### config.mk
export PLATFORM = sky130hd
export DESIGN_NAME = dual_wb_queue
export DESIGN_NICKNAME = d
export VERILOG_FILES = /design/src/rtl/dual_wb_queue_pkg.sv /design/src/rtl/wb_fifo.sv /design/src/rtl/dual_wb_queue.sv
export SDC_FILE = /design/constraint.sdc
export NUM_CORES = 1
export LEC_CHECK = 0
export CORE_ASPECT_RATIO = 1.75
export CORE_UTILIZATION = 59
export CTS_BUF_LIST = sky130_fd_sc_hd__clkbuf_4
export CTS_CLUSTER_DIAMETER = 150
export DETAILED_ROUTE_END_ITERATION = 8
export PLACE_DENSITY = 0.82
export REMOVE_ABC_BUFFERS = 1
export SYNTH_ARGS = -nofsm -noshare
export SYNTH_HDL_FRONTEND = slang
export SYNTH_SLANG_ARGS = --single-unit
### constraint.sdc
create_clock -name clk -period 8.25 [get_ports clk]
set_input_delay 1.65 -clock clk [delete_from_list [all_inputs] [get_ports clk]]
set_output_delay 1.65 -clock clk [all_outputs]
set_load 0.005 [all_outputs]
### src/rtl/dual_wb_queue_pkg.sv
// Shared definitions for the dual-issue writeback queue.
//   REG_ZERO          : architectural $zero register index.
//   lane_t            : one lane's write record {we, rd, data} = 1+5+32 = 38 bits.
//   bundle_t          : one issue bundle {lane 1, lane 0} = 76 bits.
//   resolve_bundle()  : push-time filter that drops $zero writes and resolves
//                       same-bundle write-after-write conflicts (younger lane wins).
package dual_wb_queue_pkg;

  localparam int REG_W    = 5;
  localparam int DATA_W   = 32;
  localparam int LANE_W   = 1 + REG_W + DATA_W;
  localparam int BUNDLE_W = 2 * LANE_W;

  localparam logic [REG_W-1:0] REG_ZERO = 5'd0;

  // Field order fixes the packed layout: we is the MSB, data the LSBs.
  typedef struct packed {
    logic              we;
    logic [REG_W-1:0]  rd;
    logic [DATA_W-1:0] data;
  } lane_t;

  // Lane 1 sits in the upper half, lane 0 in the lower half.
  typedef struct packed {
    lane_t l1;
    lane_t l0;
  } bundle_t;

  // Only the filtered enables are stored, so the register file never sees a
  // write to $zero, and it never sees two writes to one register on one edge.
  function automatic bundle_t resolve_bundle(
    input logic              we0,
    input logic [REG_W-1:0]  reg0,
    input logic [DATA_W-1:0] data0,
    input logic              we1,
    input logic [REG_W-1:0]  reg1,
    input logic [DATA_W-1:0] data1
  );
    bundle_t b;
    logic    e0;
    logic    e1;
    e1 = we1 && (reg1 != REG_ZERO);
    e0 = we0 && (reg0 != REG_ZERO) && !(e1 && (reg1 == reg0));
    b.l0 = '{we: e0, rd: reg0, data: data0};
    b.l1 = '{we: e1, rd: reg1, data: data1};
    return b;
  endfunction

endpackage

### src/rtl/wb_fifo.sv
// Parameterised synchronous FIFO with asynchronous active-high reset.
//   clk, reset      : clock (rising edge) and async active-high reset.
//   push, wdata     : write request and data; ignored while full.
//   pop,  rdata     : read request; rdata always shows the head entry.
//   full, empty     : occupancy flags.
//   count           : current occupancy, 0..DEPTH.
// DEPTH must be a power of two, so the pointers wrap on their own.
module wb_fifo #(
  parameter int WIDTH = 8,
  parameter int DEPTH = 4
) (
  input  logic                         clk,
  input  logic                         reset,
  input  logic                         push,
  input  logic [WIDTH-1:0]             wdata,
  input  logic                         pop,
  output logic [WIDTH-1:0]             rdata,
  output logic                         full,
  output logic                         empty,
  output logic [$clog2(DEPTH+1)-1:0]   count
);

  localparam int AW   = $clog2(DEPTH);
  localparam int CNTW = $clog2(DEPTH+1);

  logic [WIDTH-1:0] mem [DEPTH];
  logic [AW-1:0]    wr_ptr;
  logic [AW-1:0]    rd_ptr;
  logic             do_push;
  logic             do_pop;

  assign full    = (count == CNTW'(DEPTH));
  assign empty   = (count == '0);
  assign do_push = push && !full;
  assign do_pop  = pop && !empty;
  assign rdata   = mem[rd_ptr];

  // NOTE: sequential state is written with non-blocking assignments so every
  // register samples the pre-edge values, whatever the statement order.
  always_ff @(posedge clk or posedge reset) begin
    if (reset) begin
      wr_ptr <= '0;
      rd_ptr <= '0;
      count  <= '0;
    end else begin
      if (do_push) wr_ptr <= wr_ptr + AW'(1);
      if (do_pop)  rd_ptr <= rd_ptr + AW'(1);
      count <= count + CNTW'(do_push) - CNTW'(do_pop);
    end
  end

  // NOTE: the storage array has no reset; count alone says which slots hold
  // live data, and leaving the array unreset lets it map onto plain RAM.
  always_ff @(posedge clk) begin
    if (do_push) mem[wr_ptr] <= wdata;
  end

endmodule

### src/rtl/dual_wb_queue.sv
// Writeback queue for the dual-issue pipeline.
//   clk, reset                     : clock (rising edge), async active-high reset.
//   in_valid / in_ready            : bundle handshake; in_ready = !full.
//   in_we0/in_reg0/in_data0        : lane 0 (older) write request.
//   in_we1/in_reg1/in_data1        : lane 1 (younger) write request.
//   wb_stall                       : hold the head entry this cycle.
//   regwrite/wrreg/wrdata          : registered register-file write port 0.
//   regwrite1/wrreg1/wrdata1       : registered register-file write port 1.
//   busy                           : per-register pending-write flags (bit 0 always 0).
//   count                          : FIFO occupancy.
// A pushed bundle reaches the write outputs one edge after the push at the
// earliest; there is no push-to-output bypass.
module dual_wb_queue
  import dual_wb_queue_pkg::*;
#(
  parameter int DEPTH = 4,
  parameter int CW    = $clog2(DEPTH+2)
) (
  input  logic                         clk,
  input  logic                         reset,
  input  logic                         in_valid,
  output logic                         in_ready,
  input  logic                         in_we0,
  input  logic [4:0]                   in_reg0,
  input  logic [31:0]                  in_data0,
  input  logic                         in_we1,
  input  logic [4:0]                   in_reg1,
  input  logic [31:0]                  in_data1,
  input  logic                         wb_stall,
  output logic                         regwrite,
  output logic [4:0]                   wrreg,
  output logic [31:0]                  wrdata,
  output logic                         regwrite1,
  output logic [4:0]                   wrreg1,
  output logic [31:0]                  wrdata1,
  output logic [31:0]                  busy,
  output logic [$clog2(DEPTH+1)-1:0]   count
);

  bundle_t         in_bundle;
  bundle_t         head;
  logic            full;
  logic            empty;
  logic            push;
  logic            pop;
  logic [31:1]     inc;
  logic [31:1]     dec;
  logic [CW-1:0]   pend [1:31];

  assign in_bundle = resolve_bundle(in_we0, in_reg0, in_data0,
                                    in_we1, in_reg1, in_data1);

  // A full queue refuses a push even if the head pops on the same edge.
  assign in_ready = !full;
  assign push     = in_valid && in_ready;
  assign pop      = !empty && !wb_stall;

  wb_fifo #(
    .WIDTH (BUNDLE_W),
    .DEPTH (DEPTH)
  ) u_fifo (
    .clk   (clk),
    .reset (reset),
    .push  (push),
    .wdata (in_bundle),
    .pop   (pop),
    .rdata (head),
    .full  (full),
    .empty (empty),
    .count (count)
  );

  // Write-port registers. Without a pop only the strobes drop; the address
  // and data hold, which saves toggling on the register-file inputs.
  always_ff @(posedge clk or posedge reset) begin
    if (reset) begin
      regwrite  <= 1'b0;
      wrreg     <= '0;
      wrdata    <= '0;
      regwrite1 <= 1'b0;
      wrreg1    <= '0;
      wrdata1   <= '0;
    end else if (pop) begin
      regwrite  <= head.l0.we;
      wrreg     <= head.l0.rd;
      wrdata    <= head.l0.data;
      regwrite1 <= head.l1.we;
      wrreg1    <= head.l1.rd;
      wrdata1   <= head.l1.data;
    end else begin
      regwrite  <= 1'b0;
      regwrite1 <= 1'b0;
    end
  end

  // Increments come from the bundle being pushed, decrements from the writes
  // the register file is committing at this edge. Resolution guarantees each
  // side contributes at most one to any register.
  // NOTE: every bit gets a value on every path through the always_comb (here
  // via the loop covering the whole range), so no latch can be inferred.
  always_comb begin
    for (int r = 1; r < 32; r++) begin
      inc[r] = push && ((in_bundle.l0.we && (in_bundle.l0.rd == 5'(r))) ||
                        (in_bundle.l1.we && (in_bundle.l1.rd == 5'(r))));
      dec[r] = (regwrite  && (wrreg  == 5'(r))) ||
               (regwrite1 && (wrreg1 == 5'(r)));
    end
  end

  // Pending count covers entries in the FIFO plus the write on the outputs,
  // so it never exceeds DEPTH+1.
  always_ff @(posedge clk or posedge reset) begin
    if (reset) begin
      for (int r = 1; r < 32; r++) pend[r] <= '0;
    end else begin
      for (int r = 1; r < 32; r++) begin
        assert (!(dec[r] && (pend[r] == '0)));
        pend[r] <= pend[r] + CW'(inc[r]) - CW'(dec[r]);
      end
    end
  end

  always_comb begin
    busy[0] = 1'b0;
    for (int r = 1; r < 32; r++) busy[r] = (pend[r] != '0);
  end

endmodule

==> results of run 1 <==
==> worst max-delay path, cell delays in order <==
cell and delay, ns:
clkdlybuf4s50_1 0.68, or3_4 0.47, o2111ai_4 0.28, o2111ai_2 0.39, o22ai_1 0.34, ha_1 0.18
inv_1 0.04, fa_1 0.38, xnor2_1 0.17, xnor2_1 0.13
==> per-stage QoR <==
step	hold WS [ns]	util, %	total power (W)	area (µm²)
2_1_floorplan	0.4392	-	0.005516	19830
3_3_place_gp	0.4531	67.57	0.006544	22400
3_5_place_dp	0.4566	67.57	0.006682	22400
4_1_cts	0.4692	71.72	0.008505	23770
5_1_grt	0.4866	71.73	0.008914	23770
6_report	0.4636	71.73	0.008372	23770
==> power by group through the flow <==
stage	logic, W	clock network (W)	registers (W)
5_1_grt	0.00300	0.00197	0.00395
2_1_floorplan	0.00167	0	0.00384
3_3_place_gp	0.00267	0	0.00387
4_1_cts	0.00278	0.00185	0.00387
6_report	0.00273	0.00180	0.00385
3_5_place_dp	0.00277	0	0.00391
==> state kept, by name, summed over array words and instances (netlist names) <==
signal and cells:
wrdata 32, u_fifo.count 3, regwrite 1, wrdata1 32, u_fifo.mem 304, pend 93, wrreg 5, u_fifo.wr_ptr 2
u_fifo.rd_ptr 2, wrreg1 5, regwrite1 1
==> worst paths after layout <==
check                                                from                        end  slack [ns]  cells past startpoint
worst max-delay path                           in_reg1[3]         pend[68]$_DFF_PP0_        4.25                     10
max in group asynchronous                           reset  u_fifo.count[2]$_DFF_PP0_        5.62                      3
worst max register to register  u_fifo.count[1]$_DFF_PP0_         pend[68]$_DFF_PP0_        5.01                      9
worst min register to register         pend[26]$_DFF_PP0_         pend[26]$_DFF_PP0_        0.46                      1
worst min-delay path                   pend[26]$_DFF_PP0_         pend[26]$_DFF_PP0_        0.46                      1
min in group asynchronous                           reset     wrdata[16]$_DFFE_PP0P_        1.28                      2
==> layer usage <==
| metal | GRT usage [%] | vias up | routed length [µm] |
|---|---|---|---|
| li1 | - | 4894 | - |
| met1 | 26.48 | 5609 | 14320 |
| met2 | 45.38 | 371 | 22310 |
| met3 | 6.212 | 112 | 2337 |
| met4 | 14.51 | 0 | 1838 |
| met5 | 0 | - | 0 |
==> Yosys cell counts (2+ instances only) <==
library cell / number / area, µm²
or2_2: 3 / 18.77
nor2b_1: 10 / 62.56
nand3_1: 16 / 80.08
nand2_1: 17 / 63.81
xor2_1: 12 / 105.1
o22ai_1: 62 / 387.9
o21ai_0: 2 / 10.01
o2111ai_2: 3 / 45.04
dfrtp_1: 176 / 4404
nand2b_1: 6 / 37.54
ha_1: 68 / 850.8
buf_2: 12 / 60.06
mux2_2: 74 / 833.3
nand4b_1: 4 / 35.03
xnor2_1: 60 / 525.5
or3_1: 31 / 193.9
buf_4: 3 / 22.52
mux4_2: 76 / 1712
nand4_1: 5 / 31.28
clkbuf_1: 23 / 86.33
nand3b_1: 2 / 15.01
edfxtp_1: 304 / 9129
inv_1: 133 / 499.2
and2_1: 6 / 37.54
fa_1: 32 / 640.6
nor2_1: 10 / 37.54
==> cells in the final DEF (no fill, tap or decap), types with 17 or more instances in the layout <==
cell type,Yosys,final
nand2_1,17,17
fa_1,32,32
mux2_2,74,74
inv_1,133,132
xnor2_1,60,60
ha_1,68,68
o22ai_1,62,62
or3_1,31,31
dfrtp_1,176,174
mux4_2,76,76
clkbuf_4,0,155
clkinv_1,0,29
edfxtp_1,304,304
clkdlybuf4s50_1,0,190
==> cell families after synthesis <==
family                     synth area share (%)
DFF                                       67.63
AOI/OAI and AO/OA                         2.483
muxes                                     12.72
buffers and inverters                     3.395
other                                   0.01874
and+or+nand+nor                           3.145
adders and majority gates                 7.454
xor gates and xnor gates                  3.152
==> layout make-up <==
type | instances | area (µm²)
Clock buffer | 155 | 1164
Multi-Input combinational cell | 506 | 5818
Sequential cell | 480 | 13540
Clock inverter | 42 | 209.0
Inverter | 133 | 504.2
Tap cell | 450 | 563.0
Antenna cell | 2 | 5.005
Fill cell | 2141 | 9369
Timing Repair Buffer | 199 | 1969
==> reports/results.txt, run 1 <==
Outcome: finished clean
Clock H-tree levels: 3
Clk sinks: 480
Pre-CTS WS: 3.465 ns
Hold Crit Class: reg2reg
Cts repair resizes: 0
Initial drt markers: 467
Die W: 141.2 µm
Asr flop ratio synth: 36.67%
Maximum VDD drop: 241.1 µV
Fin Setup TNS: 0 ns
Peak fanout along the critical path: 13
Power share of the sequential group: 46.0%
Unique masters post-synth: 34
Critical path class: in2reg
Final std cells w/o fill: 1967
Pint: 0.005813 W
Via count: 10986
Synth Register Bits: 480
Final worst slack: 4.251 ns
HPWL after DPL: 26.49 mm
Core area: 0.03314 mm²
Syn Inst Count: 1158
WL final: 40.80 mm
Final setup fails: 0
Fmax: 250.0 MHz
PortBufs: 190
Sw Pwr: 0.002559 W
Comb power frac: 32.6%
Share of layout cells above drive strength 1: 22.77%
Clock latency on the worst-skew pair: 0.81 ns
Minimum clock period: 3.999 ns
P per Cell Area: 352.2 mW/mm²
Crit share post-route: 48.48%
Number of flops mapped to enable cells by yosys: 304
Vias in the first global route: 12099
CTS clock-pin slew for the worst setup and hold paths: 0.07 ns
Crit end category: flop
Initial antenna violation count: 2
IO Pins: 192
Final ANT Viol Nets: 0
Area growth, synth to finish: 18.81%
Main flop type after synthesis: edfxtp_1
Die Area: 0.03468 mm²
Static Leak: 9.097 nW
Slew Limit Fails: 0
Grt ovf: 0
Placed cell count: 1768
Initial core utilization: 60.37%
Row cnt: 88
Critical Path RT: 8.97 ns
Total track usage: 25.18%
Max clock buf depth: 3
Clock Skew: 0.03572 ns
Post-Syn Area per Cell: 17.28 µm²
Die Ht: 245.6 µm
RSZ-0062 raised after global routing: no
Max-slew headroom: 29.98%
Number of max-cap violations: 0
Critical Path AT: 4.72 ns
Clock power share: 21.4%
Routed vias/inst: 5.585
Root Driver: clkbuf_4
Least-Margin Pin Slew: 1.050 ns
Initial DRT Pass Iterations: 4
Switching Fraction: 30.57%
First-pass GRT wire length: 63.91 mm
Remaining DRCs: 0
Hold Vio Cnt, Final: 0
Layout net count: 1605
Gp weighted congestion: 0.9246
Area of the mapped netlist: 0.02001 mm²
Crit start category: input port
TritonCTS Buffers: 105
Post-CTS Setup Bufs: 0
Hold Buf Count CTS: 0
Seq/Total Area, Yosys: 67.63%
WL/cell: 20.74 µm
Largest net degree at the start of global routing: 67
Yosys warns: 0
CTS tree: built
No activity file was read; power rests on OpenSTA's default activity.
==> run 2: changes to the inputs <==
Settings changed: CORE_UTILIZATION 59 to 54, PLACE_DENSITY 0.82 to 0.79.
Clock period 8.25 ns to 3.36 ns, I/O delays scaled along.
==> run 2 against run 1 <==
  * Die area rose by 9.2%
  * Via count rose by 1.3%
  * Largest cell class unchanged
  * Routed wire length is 1.9% higher
  * Sequential cell count is the same
  * Count of clock-buffer cells in the layout increased by 5
  * First-iteration DRC count grew 1.1%
  * Worst hold slack got worse by 0.20 ns
  * Register-to-register slack got worse by 4.3 ns
  * Critical endpoint is now busy[8]
  * Highest routed layer unchanged
  * Utilization shrank 4.8 points
  * Design area rose by 2.1%
  * Combinational power grew to 2.6 times the previous value
==> reports/results.txt, run 2 (same netlist as run 1, synthesis figures left out) <==
Initial drt markers: 472 (was 467)
Gp weighted congestion: 0.9429 (was 0.9246)
Most common cell after layout, fill and taps aside: edfxtp_1 (unchanged)
Finished Cell Area: 0.02428 mm² (was 0.02377 mm²)
Layout net count: 1642 (was 1605)
Outcome: finished clean (unchanged)
PortBufs: 190 (unchanged)
Clock latency on the worst-skew pair: 0.80 ns (was 0.81 ns)
Fillers: 2515 (was 2141)
Overall Power: 0.02087 W (was 0.008372 W)
RSZ-0062 raised after global routing: no (unchanged)
Static Leak: 9.334 nW (was 9.097 nW)
Die Area: 0.03786 mm² (was 0.03468 mm²)
HPWL after DPL: 27.56 mm (was 26.49 mm)
WL/cell: 20.52 µm (was 20.74 µm)
TritonCTS Buffers: 107 (was 105)
Die Ht: 256.6 µm (was 245.6 µm)
Final setup fails: 0 (unchanged)
Slew Limit Fails: 0 (unchanged)
Core area: 0.03626 mm² (was 0.03314 mm²)
Clock power share: 21.6% (was 21.4%)
Comb power frac: 33.5% (was 32.6%)
Post-CTS Setup Bufs: 0 (unchanged)
Hold Vio Cnt, Final: 0 (unchanged)
Top Registers: u_fifo.mem x304, pend x93 (unchanged)
Final ANT Viol Nets: 0 (unchanged)
Peak fanout along the critical path: 3 (was 13)
Critical path class: reg2out (was in2reg)
Most flops, register: u_fifo.mem (unchanged)
Hold Crit Class: in2async (was reg2reg)
Crit-path max cell delay: 0.48 ns (was 0.68 ns)
Minimum clock period: 2.779 ns
Max FFs per register: 304 (unchanged)
CTS tree: built (unchanged)
Crit end category: output port (was flop)
Clk sinks: 480 (unchanged)
Critical Path, Cell by Cell: or3_1, clkdlybuf4s50_1 (was clkdlybuf4s50_1, or3_4, o2111ai_4, o2111ai_2, o22ai_1, ha_1, inv_1, fa_1, xnor2_1, xnor2_1)
P per Cell Area: 859.6 mW/mm² (was 352.2 mW/mm²)
Crit start category: flop (was input port)
Critical Path AT: 2.11 ns (was 4.72 ns)
Routed vias/inst: 5.494 (was 5.585)
Via count: 11125 (was 10986)
Die W: 147.5 µm (was 141.2 µm)
Remaining DRCs: 0 (unchanged)
Root Driver: clkbuf_4 (unchanged)
Max clock buf depth: 3 (unchanged)
IO Pins: 192 (unchanged)
Slowest cell on crit path: clkdlybuf4s50_1 (unchanged)
Multi-input combinational cell area: 0.005818 mm² (unchanged)
Cts repair resizes: 0 (unchanged)
Final worst slack: 0.5813 ns (was 4.251 ns)
Crit share post-route: 82.70%
Pre-CTS WS: -0.2034 ns (was 3.465 ns)
Area growth, synth to finish: 21.34% (was 18.81%)
Clock H-tree levels: 3 (unchanged)
First-pass GRT wire length: 65.06 mm (was 63.91 mm)
Vias in the first global route: 12179 (was 12099)
Least-Margin Pin Slew: 0.6030 ns (was 1.050 ns)
WL final: 41.56 mm (was 40.80 mm)
Row cnt: 92 (was 88)
Most frequent cells in the layout: 304 x edfxtp_1, 190 x clkdlybuf4s50_1, 174 x dfrtp_1 (unchanged)
Grt ovf: 0 (unchanged)
Area after DPL: 0.02287 mm² (was 0.02240 mm²)
Maximum VDD drop: 515.8 µV (was 241.1 µV)
Initial DRT Pass Iterations: 4 (unchanged)
Total track usage: 22.97% (was 25.18%)
Initial antenna violation count: 2 (unchanged)
Initial core utilization: 55.18% (was 60.37%)
Critical Path RT: 2.69 ns (was 8.97 ns)
Switching Fraction: 30.52% (was 30.57%)
Fmax: 359.9 MHz
Worst hold slack: 0.2643 ns (was 0.4636 ns)
Largest net degree at the start of global routing: 79 (was 67)
Clock Skew: 0.04145 ns (was 0.03572 ns)
Hold Buf Count CTS: 0 (unchanged)
Power share of the sequential group: 44.9% (was 46.0%)
CTS clock-pin slew for the worst setup and hold paths: 0.07 ns (about the same)
Pint: 0.01450 W (was 0.005813 W)
Sw Pwr: 0.006370 W (was 0.002559 W)
Max-slew headroom: 59.80% (was 29.98%)
Register area: 0.01354 mm² (unchanged)
Number of max-cap violations: 0 (unchanged)
Share of layout cells above drive strength 1: 24.55% (was 22.77%)
run 2: cell count changes in the layout (fill, tap and decap cells not counted):
cell	before	now
clkinv_1	29	30
clkinv_2	6	3
inv_6	2	3
buf_4	9	29
clkinv_4	1	2
inv_2	2	0
clkbuf_4	155	160
buf_12	0	15
clkinvlp_4	2	1
diode_2	2	3
run 2: area by class of cell:
type	instances	area share (%)
diodes	3	0.03092
clock buffers	160	4.947
clock inverters	39	0.8245
inverters	133	2.077
multi-input cells	506	23.96
flip-flops and latches	480	55.77
well taps	470	2.422
repair buffers	234	9.967
run 2: critical path, delay by kind of cell (launching register included):
family	cells	cell delay [ns]
flip-flops	1	0.42
AND/OR/NAND/NOR	1	0.42
buffers and inverters	1	0.48
run 2: worst paths after layout:
check                           cells after the start                 startpoint                endpoint  slack, ns
min in group clk                                    1         pend[86]$_DFF_PP0_      pend[86]$_DFF_PP0_       0.47
max in group asynchronous                           3                      reset      pend[88]$_DFF_PP0_       2.31
worst min register to register                      1         pend[86]$_DFF_PP0_      pend[86]$_DFF_PP0_       0.47
worst max register to register                     10  u_fifo.count[1]$_DFF_PP0_      pend[14]$_DFF_PP0_       0.73
worst max-delay path                                2         pend[70]$_DFF_PP0_                 busy[8]       0.58
worst min-delay path                                2                      reset  wrdata[11]$_DFFE_PP0P_       0.26
run 2: power by group through the flow:
stage	logic, W	clock network (W)	registers, W
5_1_grt	0.00764	0.00492	0.00958
3_3_place_gp	0.00686	0	0.00939
2_1_floorplan	0.00410	0	0.00944
3_5_place_dp	0.00710	0	0.00950
4_1_cts	0.00715	0.00466	0.00939
6_report	0.00700	0.00450	0.00937
run 2: per-stage QoR:
stage,utilization [%],instances,TNS (ns)
after floorplan,-,1119,-760.84
after global placement,63.07,1823,-1.644
after detailed placement,63.07,1823,-2.900
after CTS,66.94,2022,0
after global routing,66.95,2024,0
final,66.96,2025,0
run 2: layer usage:
metal | part of all wire [%] | routed length [µm] | vias to the layer above | GRT usage, %
li1 | - | - | 4989 | -
met1 | 35 | 14540 | 5632 | 23.76
met2 | 55 | 22900 | 389 | 42.44
met3 | 5.6 | 2345 | 115 | 5.160
met4 | 4.3 | 1774 | 0 | 12.29
met5 | 0 | 0 | - | 0
==> run 3: changes to the inputs <==
Settings changed: CORE_UTILIZATION 54 to 59, PLACE_DENSITY 0.79 to 0.82.
Clock period 3.36 ns to 2.6 ns, I/O delays scaled along.
==> run 3 against run 2 <==
  * Sequential power rose by 28%
  * Design area rose by 1.4%
  * Clock power rose by 28%
  * Power rose by 30%
  * Count of clock-buffer cells in the layout fell by 11
  * Cell count rose by 0.59%
  * Utilization rose by 7.3 points
  * Sequential cell count did not move
  * Global-route usage rose by 2.8 points
==> reports/results.txt, run 3 (same netlist as run 1, synthesis figures left out) <==
Grt ovf: 0 (unchanged)
Largest net degree at the start of global routing: 79 (unchanged)
Share of layout cells above drive strength 1: 27.12% (was 24.55%)
Least-Margin Pin Slew: 0.6165 ns (was 0.6030 ns)
RSZ-0062 raised after global routing: yes (was no)
First-pass GRT wire length: 65.53 mm (was 65.06 mm)
Initial core utilization: 60.37% (was 55.18%)
Reg-to-reg slack, setup: 0.07 ns (was 0.73 ns)
IO Pins: 192 (unchanged)
Static Leak: 9.545 nW (was 9.334 nW)
CTS clock-pin slew for the worst setup and hold paths: 0.07 ns (about the same)
Critical path class: in2reg (was reg2out)
Most frequent CP cell: xnor2_1
Routed vias/inst: 5.466 (was 5.494)
Die Ht: 245.6 µm (was 256.6 µm)
CTS tree: built (unchanged)
Crit start category: input port (was flop)
Row cnt: 88 (was 92)
TritonCTS Buffers: 101 (was 107)
Slowest cell on crit path: clkdlybuf4s50_1 (unchanged)
Core area: 0.03314 mm² (was 0.03626 mm²)
Crit-path max cell delay: 0.42 ns (was 0.48 ns)
Max clock buf depth: 3 (unchanged)
Finished Cell Area: 0.02463 mm² (was 0.02428 mm²)
Gp weighted congestion: 0.9030 (was 0.9429)
Area growth, synth to finish: 23.08% (was 21.34%)
Crit share post-route: 98.19%
Layout net count: 1674 (was 1642)
Hold Buf Count CTS: 0 (unchanged)
Register area: 0.01354 mm² (about the same)
R2r worst-path depth: 10 (unchanged)
Root Driver: clkbuf_4 (unchanged)
Most frequent cells in the layout: 304 x edfxtp_1, 172 x dfrtp_1, 161 x clkdlybuf4s50_1 (was 304 x edfxtp_1, 190 x clkdlybuf4s50_1, 174 x dfrtp_1)
Hold Vio Cnt, Final: 0 (unchanged)
Multi-input combinational cell area: 0.005911 mm² (was 0.005818 mm²)
Most flops, register: u_fifo.mem (unchanged)
Clock Skew: 0.05225 ns (was 0.04145 ns)
Initial antenna violation count: 3 (was 2)
Minimum clock period: 2.553 ns
WL/cell: 20.50 µm (was 20.52 µm)
Critical Path RT: 3.30 ns (was 2.69 ns)
Number of max-cap violations: 0 (unchanged)
HPWL after DPL: 28.48 mm (was 27.56 mm)
Critical Path AT: 3.25 ns (was 2.11 ns)
PortBufs: 190 (unchanged)
Overall Power: 0.02713 W (was 0.02087 W)
Final ANT Viol Nets: 0 (unchanged)
Area after DPL: 0.02307 mm² (was 0.02287 mm²)
Fillers: 2033 (was 2515)
Initial drt markers: 423 (was 472)
Outcome: finished clean (unchanged)
Total track usage: 25.79% (was 22.97%)
Max-slew headroom: 58.90% (was 59.80%)
Die Area: 0.03468 mm² (was 0.03786 mm²)
Final std cells w/o fill: 2037 (was 2025)
Final setup fails: 0 (unchanged)
Most common cell after layout, fill and taps aside: edfxtp_1 (unchanged)
Clock latency on the worst-skew pair: 0.78 ns (was 0.80 ns)
Placed cell count: 1829 (was 1823)
Slew Limit Fails: 0 (unchanged)
Max FFs per register: 304 (unchanged)
P per Cell Area: 1102 mW/mm² (was 859.6 mW/mm²)
Maximum VDD drop: 693.9 µV (was 515.8 µV)
Critical Path, Cell by Cell: clkdlybuf4s50_1, or3_4, o2111ai_4, o2111ai_2, o22ai_1, ha_1, inv_1, fa_1, xnor2_1, xnor2_1 (was or3_1, clkdlybuf4s50_1)
Initial DRT Pass Iterations: 5 (was 4)
Vias in the first global route: 12419 (was 12179)
Remaining DRCs: 0 (unchanged)
Top Registers: u_fifo.mem x304, pend x93 (unchanged)
WL final: 41.75 mm (was 41.56 mm)
Clk sinks: 480 (unchanged)
Hold Crit Class: in2async (unchanged)
Fmax: 391.7 MHz
Clock H-tree levels: 3 (unchanged)
Die W: 141.2 µm (was 147.5 µm)
Via count: 11135 (was 11125)
Critical R2R Capture: pend[68]$_DFF_PP0_ (was pend[14]$_DFF_PP0_)
Peak fanout along the critical path: 5 (was 3)
Crit end category: flop (was output port)
Reg-to-Reg Start: u_fifo.count[0]$_DFF_PP0_ (was u_fifo.count[1]$_DFF_PP0_)
[run 3: through the flow]
stage	hold slack [ns]	TNS, ns	setup WS, ns	utilization (%)
final	0.1332	0	0.04697	74.31
after global placement	0.4525	-33.48	-0.7236	69.60
after detailed placement	0.4560	-37.02	-0.7625	69.60
after CTS	0.07138	0	0.002004	73.91
after floorplan	0.4392	-1143.43	-2.760	-
after global routing	0.08492	-0.1353	-0.06589	74.30
[run 3: cell type report]
| class | instances | share of cell area [%] |
|---|---|---|
| Clock inverter | 42 | 1.021 |
| Sequential cell | 480 | 54.99 |
| Tap cell | 450 | 2.286 |
| Clock buffer | 149 | 4.542 |
| Timing Repair Buffer | 272 | 11.06 |
| Antenna cell | 5 | 0.05081 |
| Multi-Input combinational cell | 506 | 24.00 |
| Inverter | 133 | 2.047 |
[run 3: worst max-delay path: cells and delay by family]
kind / cells / cell delay, ns
AO/OA/AOI/OAI: 3 / 0.95
XOR/XNOR: 2 / 0.32
adder cells (fa/ha/maj): 2 / 0.56
buffers and inverters: 2 / 0.47
AND/OR/NAND/NOR: 1 / 0.42
[run 3: what timing repair did]
action,4_1_cts,5_1_grt
setup endpoints to repair,24,15
pin swaps,0,2
setup buffers,8,4
resized for setup,26,22
[run 3: worst max path at each step]
stage	startpoint	endpoint	slack [ns]
floorplan	u_fifo.count[1]$_DFF_PP0_	u_fifo.count[2]$_DFF_PP0_	-2.76
global placement	in_reg1[2]	pend[47]$_DFF_PP0_	-0.72
detailed placement	in_reg1[2]	pend[11]$_DFF_PP0_	-0.76
CTS	pend[13]$_DFF_PP0_	busy[27]	0.002
global route	wrreg[3]$_DFFE_PP0P_	pend[32]$_DFF_PP0_	-0.07
finish	in_reg1[4]	pend[68]$_DFF_PP0_	0.05
[run 3: power breakdown]
part	switching (W)	internal, W	total [W]
logic	0.00405	0.00534	0.00939
registers	0.00138	0.0106	0.0120
clock network	0.00279	0.00295	0.00574
[run 3: routing by layer]
layer	up-vias	GRT usage, %	share of wire, %
li1	5015	-	-
met1	5673	27.21	35
met2	351	48.11	57
met3	96	5.394	5.1
met4	0	12.69	3.5
met5	-	0	0
